**src/rtl/pipe_pkg.sv**
```systemverilog
// Shared pipeline-boundary widths and flush values.
// Stage registers import this to size their payloads.
package pipe_pkg;

  typedef struct packed {
    logic [31:0] pc;
    logic [31:0] instr;
  } if_id_t;

  localparam int IF_ID_W  = $bits(if_id_t);
  localparam int ID_EX_W  = 160;
  localparam int EX_MEM_W = 104;
  localparam int MEM_WB_W = 72;

  localparam logic [IF_ID_W-1:0]  IF_ID_FLUSH  = '0;
  localparam logic [ID_EX_W-1:0]  ID_EX_FLUSH  = '0;
  localparam logic [EX_MEM_W-1:0] EX_MEM_FLUSH = '0;
  localparam logic [MEM_WB_W-1:0] MEM_WB_FLUSH = '0;

endpackage

```
**src/rtl/pipe_stage_reg_sat_counter.sv**
```systemverilog
// Saturating up-counter with a 0..2 increment.
// Sticks at all-ones once reached.
module sat_counter #(
  parameter int CNT_W = 8
) (
  input  logic             clk,
  input  logic             clear,
  input  logic [1:0]       inc,
  output logic [CNT_W-1:0] cnt
);

  logic [CNT_W:0] sum;

  assign sum = {1'b0, cnt} + (CNT_W+1)'(inc);

  always_ff @(posedge clk) begin
    if (clear)
      cnt <= '0;
    else if (sum[CNT_W])
      cnt <= '1;
    else
      cnt <= sum[CNT_W-1:0];
  end

endmodule

```
**src/rtl/pipe_stage_reg.sv**
```systemverilog
// Stage register with 2-entry skid, freeze/flush and
// a saturating count of entries discarded by flush.
module pipe_stage_reg
  import pipe_pkg::*;
#(
  parameter int                DATA_W    = IF_ID_W,
  parameter logic [DATA_W-1:0] FLUSH_VAL = '0,
  parameter int                CNT_W     = 8
) (
  input  logic              clk,
  input  logic              rst,
  input  logic              freeze,
  input  logic              flush,
  input  logic              in_valid,
  input  logic [DATA_W-1:0] in_data,
  output logic              in_ready,
  output logic              out_valid,
  output logic [DATA_W-1:0] out_data,
  input  logic              out_ready,
  output logic [1:0]        occupancy,
  output logic [CNT_W-1:0]  drop_cnt
);

  logic              m_valid;
  logic              s_valid;
  logic [DATA_W-1:0] m_data;
  logic [DATA_W-1:0] s_data;
  logic              acc;
  logic              fire;
  logic [1:0]        drop_inc;

  assign in_ready  = ~s_valid & ~freeze & ~flush;
  assign out_valid = m_valid & ~freeze;
  assign out_data  = m_data;
  assign occupancy = 2'(m_valid) + 2'(s_valid);
  assign acc       = in_valid & in_ready;
  assign fire      = out_valid & out_ready;

  always_ff @(posedge clk) begin
    if (rst || flush) begin
      m_valid <= 1'b0;
      s_valid <= 1'b0;
      m_data  <= FLUSH_VAL;
      s_data  <= FLUSH_VAL;
    end else if (!freeze) begin
      if (!m_valid || fire) begin
        if (s_valid) begin
          m_valid <= 1'b1;
          m_data  <= s_data;
          if (acc)
            s_data <= in_data;
          else
            s_valid <= 1'b0;
        end else if (acc) begin
          m_valid <= 1'b1;
          m_data  <= in_data;
        end else begin
          m_valid <= 1'b0;
        end
      end else if (acc) begin
        // main is stalled downstream: park the beat
        s_valid <= 1'b1;
        s_data  <= in_data;
      end
    end
  end

  assign drop_inc = flush ? occupancy : 2'd0;

  sat_counter #(
    .CNT_W(CNT_W)
  ) u_drop_cnt (
    .clk  (clk),
    .clear(rst),
    .inc  (drop_inc),
    .cnt  (drop_cnt)
  );

endmodule

```
**config.mk**
```make
export PLATFORM = sky130hd
export DESIGN_NAME = pipe_stage_reg
export DESIGN_NICKNAME = d
export VERILOG_FILES = /design/src/rtl/pipe_pkg.sv /design/src/rtl/pipe_stage_reg_sat_counter.sv /design/src/rtl/pipe_stage_reg.sv
export SDC_FILE = /design/constraint.sdc
export NUM_CORES = 1
export LEC_CHECK = 0
export CORE_MARGIN = 5
export CORE_UTILIZATION = 30
export CTS_BUF_LIST = sky130_fd_sc_hd__clkbuf_8
export DETAILED_ROUTE_END_ITERATION = 8
export SLEW_MARGIN = 20
export SYNTH_ARGS = -nofsm -noshare
export SYNTH_HDL_FRONTEND = slang
export SYNTH_HIERARCHICAL = 1
export SYNTH_SLANG_ARGS = --single-unit
```
**constraint.sdc**
```tcl
create_clock -name clk -period 3 [get_ports clk]
set_clock_uncertainty 0.15 [all_clocks]
set_input_delay 0.45 -clock clk [delete_from_list [all_inputs] [get_ports clk]]
set_output_delay 0.45 -clock clk [all_outputs]
set_load 0.02 [all_outputs]
```
-- Word-level counts from Yosys, hierarchy flattened
Cells that the tools add are included.
- register bits: 138
- input bits: 70
- output and inout port bits: 76
- logic and storage cells: 37
- add/subtract/negate cells: 2
- equal/unequal tests: 1
- muxes and demuxes: 12
- bitwise operators: 8
- reduce and logical (&&, ||, !) cells: 9
- operators by type and width (cell ; number):
    two-way mux 64 bit ; 5
    adder 8 x 2 -> 9 bit ; 1
    two-way mux 8 bit ; 1
    AND reduction 2 bit ; 3
    bitwise AND 1 bit ; 5
    two-way mux 1 bit ; 5
    nonzero test 2 bit ; 2
    NOT 1 bit ; 3
    AND reduction 3 bit ; 1
    adder 1 x 1 -> 2 bit ; 1
    logical OR 1 bit ; 2
    two-way mux 2 bit ; 1
    != test 2 bit, second input constant ; 1
    zero test 1 bit ; 1

-- Logic depth before layout (Yosys ltp)
- depth after elaboration: 7
- mapped depth: 8
- depth with buffers taken out: 8

-- Cells and area by module
Netlist, hierarchy kept.
- by module, submodules not included (module ; instances ; cells an instance ; area an instance (µm²) ; sequential area each (µm²)):
    pipe_stage_reg ; 1 ; 645 ; 6038.3 ; 2602.5
    sat_counter ; 1 ; 43 ; 392.9 ; 160.2

-- Least setup slack after synthesis
No wires, ideal clock.
- path type: register -> register
- start point: register s_valid
- end point: register u_drop_cnt.cnt[0]
- library setup time: 0.071 ns
- arrival time: 2.190 ns
- data required time: 2.779 ns
- slack: 0.589 ns
- cell stages (with the launch flop): 9
- buffers on the path: 0
- clock period less this slack: 2.411 ns
- path through: dfxtp_1 ha_1 and2_1 ha_1 inv_1 fa_1 and4b_1 nand4_1 a21oi_1
- longest elaborated chain between the ends: 4
- ends and longest elaborated chain (what ; RTL line ; source):
    start, declared ; pipe_stage_reg.sv:25 ; logic s_valid;
    start signal, assigned ; pipe_stage_reg.sv:42 ; s_valid <= 1'b0;
    start signal, assigned ; pipe_stage_reg.sv:53 ; s_valid <= 1'b0;
    start signal, assigned ; pipe_stage_reg.sv:62 ; s_valid <= 1'b1;
    adder 1 x 1 -> 2 bit ; pipe_stage_reg.sv:35 ; assign occupancy = 2'(m_valid) + 2'(s_valid);
    net occupancy[0] ; pipe_stage_reg.sv:20 ; output logic [1:0] occupancy,
    two-way mux 2 bit ; pipe_stage_reg.sv:68 ; assign drop_inc = flush ? occupancy : 2'd0;
    net drop_inc[0] ; pipe_stage_reg.sv:30 ; logic [1:0] drop_inc;
    adder 8 x 2 -> 9 bit ; pipe_stage_reg_sat_counter.sv:14 ; assign sum = {1'b0, cnt} + (CNT_W+1)'(inc);
    two-way mux 8 bit ; pipe_stage_reg_sat_counter.sv:19 ; else if (sum[CNT_W])
    end signal, assigned ; pipe_stage_reg_sat_counter.sv:22 ; cnt <= sum[CNT_W-1:0];
    end, declared ; pipe_stage_reg_sat_counter.sv:9 ; output logic [CNT_W-1:0] cnt
The timed path passes the listed nets, and every way through them passes these cells.
A chain may end at the register's enable or synchronous reset.

-- Worst setup path in the final report
- start point: register s_valid
- end point: output in_ready
- longest elaborated chain between the ends: 3
- ends and longest elaborated chain (what ; RTL line ; source):
    NOT 1 bit ; pipe_stage_reg.sv:32 ; assign in_ready = ~s_valid & ~freeze & ~flush;
    bitwise AND 1 bit (2 in a row) ; pipe_stage_reg.sv:32 ;
    end, declared ; pipe_stage_reg.sv:16 ; output logic in_ready,
Every way passes these cells.

==> flow_metrics.env <==
export IMPL_status="finished, final reports clean"
export IMPL_tightest_slew_ns=0.613
export IMPL_rsz0062_at_grt="no"
export IMPL_wire_per_inst_um=13.1
export IMPL_grt_pass1_wl_um=23600
export IMPL_worstSetupPathType="flip-flop to primary output"
export IMPL_start_kind="flip-flop"
export IMPL_synthCells=688
export IMPL_maxCapViolations=0
export IMPL_ant_nets=0
export IMPL_grt_max_degree=145
export IMPL_antenna_found_initial=0
export IMPL_insertedDiodeCount=0
export IMPL_routed_wl_um=14400
export IMPL_synth_most_common_cell="nand2_1"
export IMPL_die_h_um=156
export IMPL_ctsHoldBuffers=0
export IMPL_clockBufferDepth=2
export IMPL_ys_seq_area_share_pct=43.0
export IMPL_power_uw=3660
export IMPL_drive_gt1_share_pct=8.74
export IMPL_endpoint="in_ready"
export IMPL_r2r_end="u_drop_cnt/cnt[1]"
export IMPL_cts_setup_buffers=0
export IMPL_grt_pass1_vias=4624
export IMPL_initial_core_util_pct=30.5
export IMPL_required_ns=2.40
export IMPL_yosysTopAreaCellShare_pct=43.0
export IMPL_cp_max_fo=32
export IMPL_root_buffer="clkbuf_8"
export IMPL_postCtsResizedCells=0
export IMPL_dieArea_mm2=0.0245
export IMPL_finalCritPeriodShare_pct=84.7
export IMPL_synth_edf_count=0
export IMPL_dr_pass1_iters=4
export IMPL_syn_nets=762
export IMPL_fillers=2150
export IMPL_regArea_mm2=0.00277
export IMPL_slew_viol_final=0
export IMPL_p_per_area_mw_per_mm2=435
export IMPL_clkLatencyLatePin_ns=0.43
export IMPL_ys_ff_latch=138
export IMPL_leakage_uw=0.00318
export IMPL_io_buffers=145
export IMPL_cts_sinks=138
export IMPL_yosys_top_cells_area="dfxtp_1 (43%), mux2i_1 (20%), nand2_1 (15%)"
export IMPL_syn_area_mm2=0.00643
export IMPL_fmax_mhz=394
export IMPL_ir_drop_uv=276
export IMPL_r2r_start="m_valid"
export IMPL_cts_clk_slew_worst_paths_ns=0.08
export IMPL_synth_area_leader_cell="dfxtp_1"
export IMPL_tns_ns=0
export IMPL_vias=4850
export IMPL_ys_types=37
export IMPL_dp_cells=1068
export IMPL_syn_avg_cell_area_um2=9.35
export IMPL_drt_iter0_markers=182
export IMPL_viasPerCell=4.41
export IMPL_multiInputGateArea_mm2=0.00331
export IMPL_grt_overflow=0
export IMPL_ys_flop_type="dfxtp_1"
export IMPL_cp_end_kind="primary output"
export IMPL_drc=0
export IMPL_hp_class="flip-flop to flip-flop"
export IMPL_rows=53
export IMPL_min_period_ns=2.54
export IMPL_final_hold_violation_count=0
export IMPL_r2r_cells=8
export IMPL_synth_async_reset_ratio_pct=0
export IMPL_cts_tree="yes"
export IMPL_htreeDepth=4
export IMPL_cts_buffers=17
export IMPL_layoutNonFillerInstCount=1099
export IMPL_final_setup_viol_count=0
export IMPL_track_usage_pct=11.9
export IMPL_syn2layout_area_growth_pct=30.7
export IMPL_maxSlewHeadroom_pct=59.1
export IMPL_nNetsFinal=886
export IMPL_ys_warnings_count=6
export IMPL_arrival_ns=1.94
export IMPL_die_x_um=156
export IMPL_yosys_top_cells_count="nand2_1 (256), dfxtp_1 (138), mux2i_1 (128)"
export IMPL_dpl_hpwl_um=9310
export IMPL_gp_congestion=0.720
export IMPL_ios=146
export IMPL_core_area_mm2=0.0211
export IMPL_r2r_setup_slack_ns=0.52
export IMPL_critical_path_startpoint="s_valid"
cells by family (layout without fill, tap and decap cells):
| family | Yosys count | in the layout | share of synthesized area, % |
|---|---|---|---|
| buffers and inverters | 59 | 195 | 5.95 |
| adders and majority gates | 4 | 4 | 0.895 |
| xor gates and xnor gates | 1 | 1 | 0.136 |
| and+or+nand+nor | 277 | 277 | 17.3 |
| DFF | 138 | 138 | 43.0 |
| AOI/OAI and AO/OA | 17 | 17 | 1.67 |
| muxes | 192 | 192 | 31.1 |
metal layers:
layer  wire (µm)  track usage [%]
met1        6920             15.2
met2        6370             18.5
met3         995             4.89
met4         143             3.22
met5           0                0
worst min path at each step:
stage               start    endpoint  slack [ns]  cells past startpoint
4_1_cts        s_data[62]  s_data[62]        0.31                      2
3_5_place_dp   s_data[62]  s_data[62]        0.30                      2
6_report       s_data[24]  s_data[24]        0.31                      2
5_1_grt        s_data[57]  s_data[57]        0.33                      2
2_1_floorplan  s_data[29]  s_data[29]        0.28                      2
3_3_place_gp   s_data[40]  s_data[40]        0.29                      2
worst max-delay path: stages (launching register included):
cell             delay (ns)
dfxtp_4                0.35
buf_4                  0.26
nor3_1                 0.24
clkdlybuf4s50_1        0.66
area by class of cell:
class                   count  share of cell area, %
multi-input cells         491                   39.4
flip-flops and latches    138                   32.9
repair buffers            154                   18.8
well taps                 275                   4.09
clock buffers              21                   3.44
clock inverters            10                  0.938
inverters                  10                  0.446
per-stage QoR:
stage | hold WS [ns] | area [µm²] | utilization, % | setup slack (ns)
global placement | 0.290 | 8040 | 38.1 | 0.259
finish | 0.305 | 8410 | 39.9 | 0.459
detailed placement | 0.296 | 8040 | 38.1 | 0.233
global route | 0.326 | 8410 | 39.9 | 0.341
floorplan | 0.281 | 6430 | - | 0.589
CTS | 0.311 | 8410 | 39.9 | 0.369
flip-flops by register name, indices dropped and copies added, names as in the netlist:
signal and count:
u_drop_cnt/cnt 8, s_valid 1, s_data 64, m_valid 1, out_data 64
where the power goes:
| part | switching [µW] | internal [µW] |
|---|---|---|
| sequential | 8.21 | 1850 |
| clock | 714 | 727 |
| combinational | 174 | 191 |
| total | 896 | 2760 |
placed cells by master, fill, tap and decap left out, types with 3 or more instances in the layout:
cell type        Yosys  routed
buf_12               0       5
ha_1                 3       3
clkbuf_8             0      21
buf_4                3       4
mux2_1              38      38
mux2i_1            128     128
a21oi_1              6       6
inv_1                9      13
o21ai_0              4       4
nand2_1            256     256
dfxtp_1            138     137
a31oi_1              3       3
clkdlybuf4s50_1      0     145
mux2_2              26      26
No activity file was read; power rests on OpenSTA's default activity.
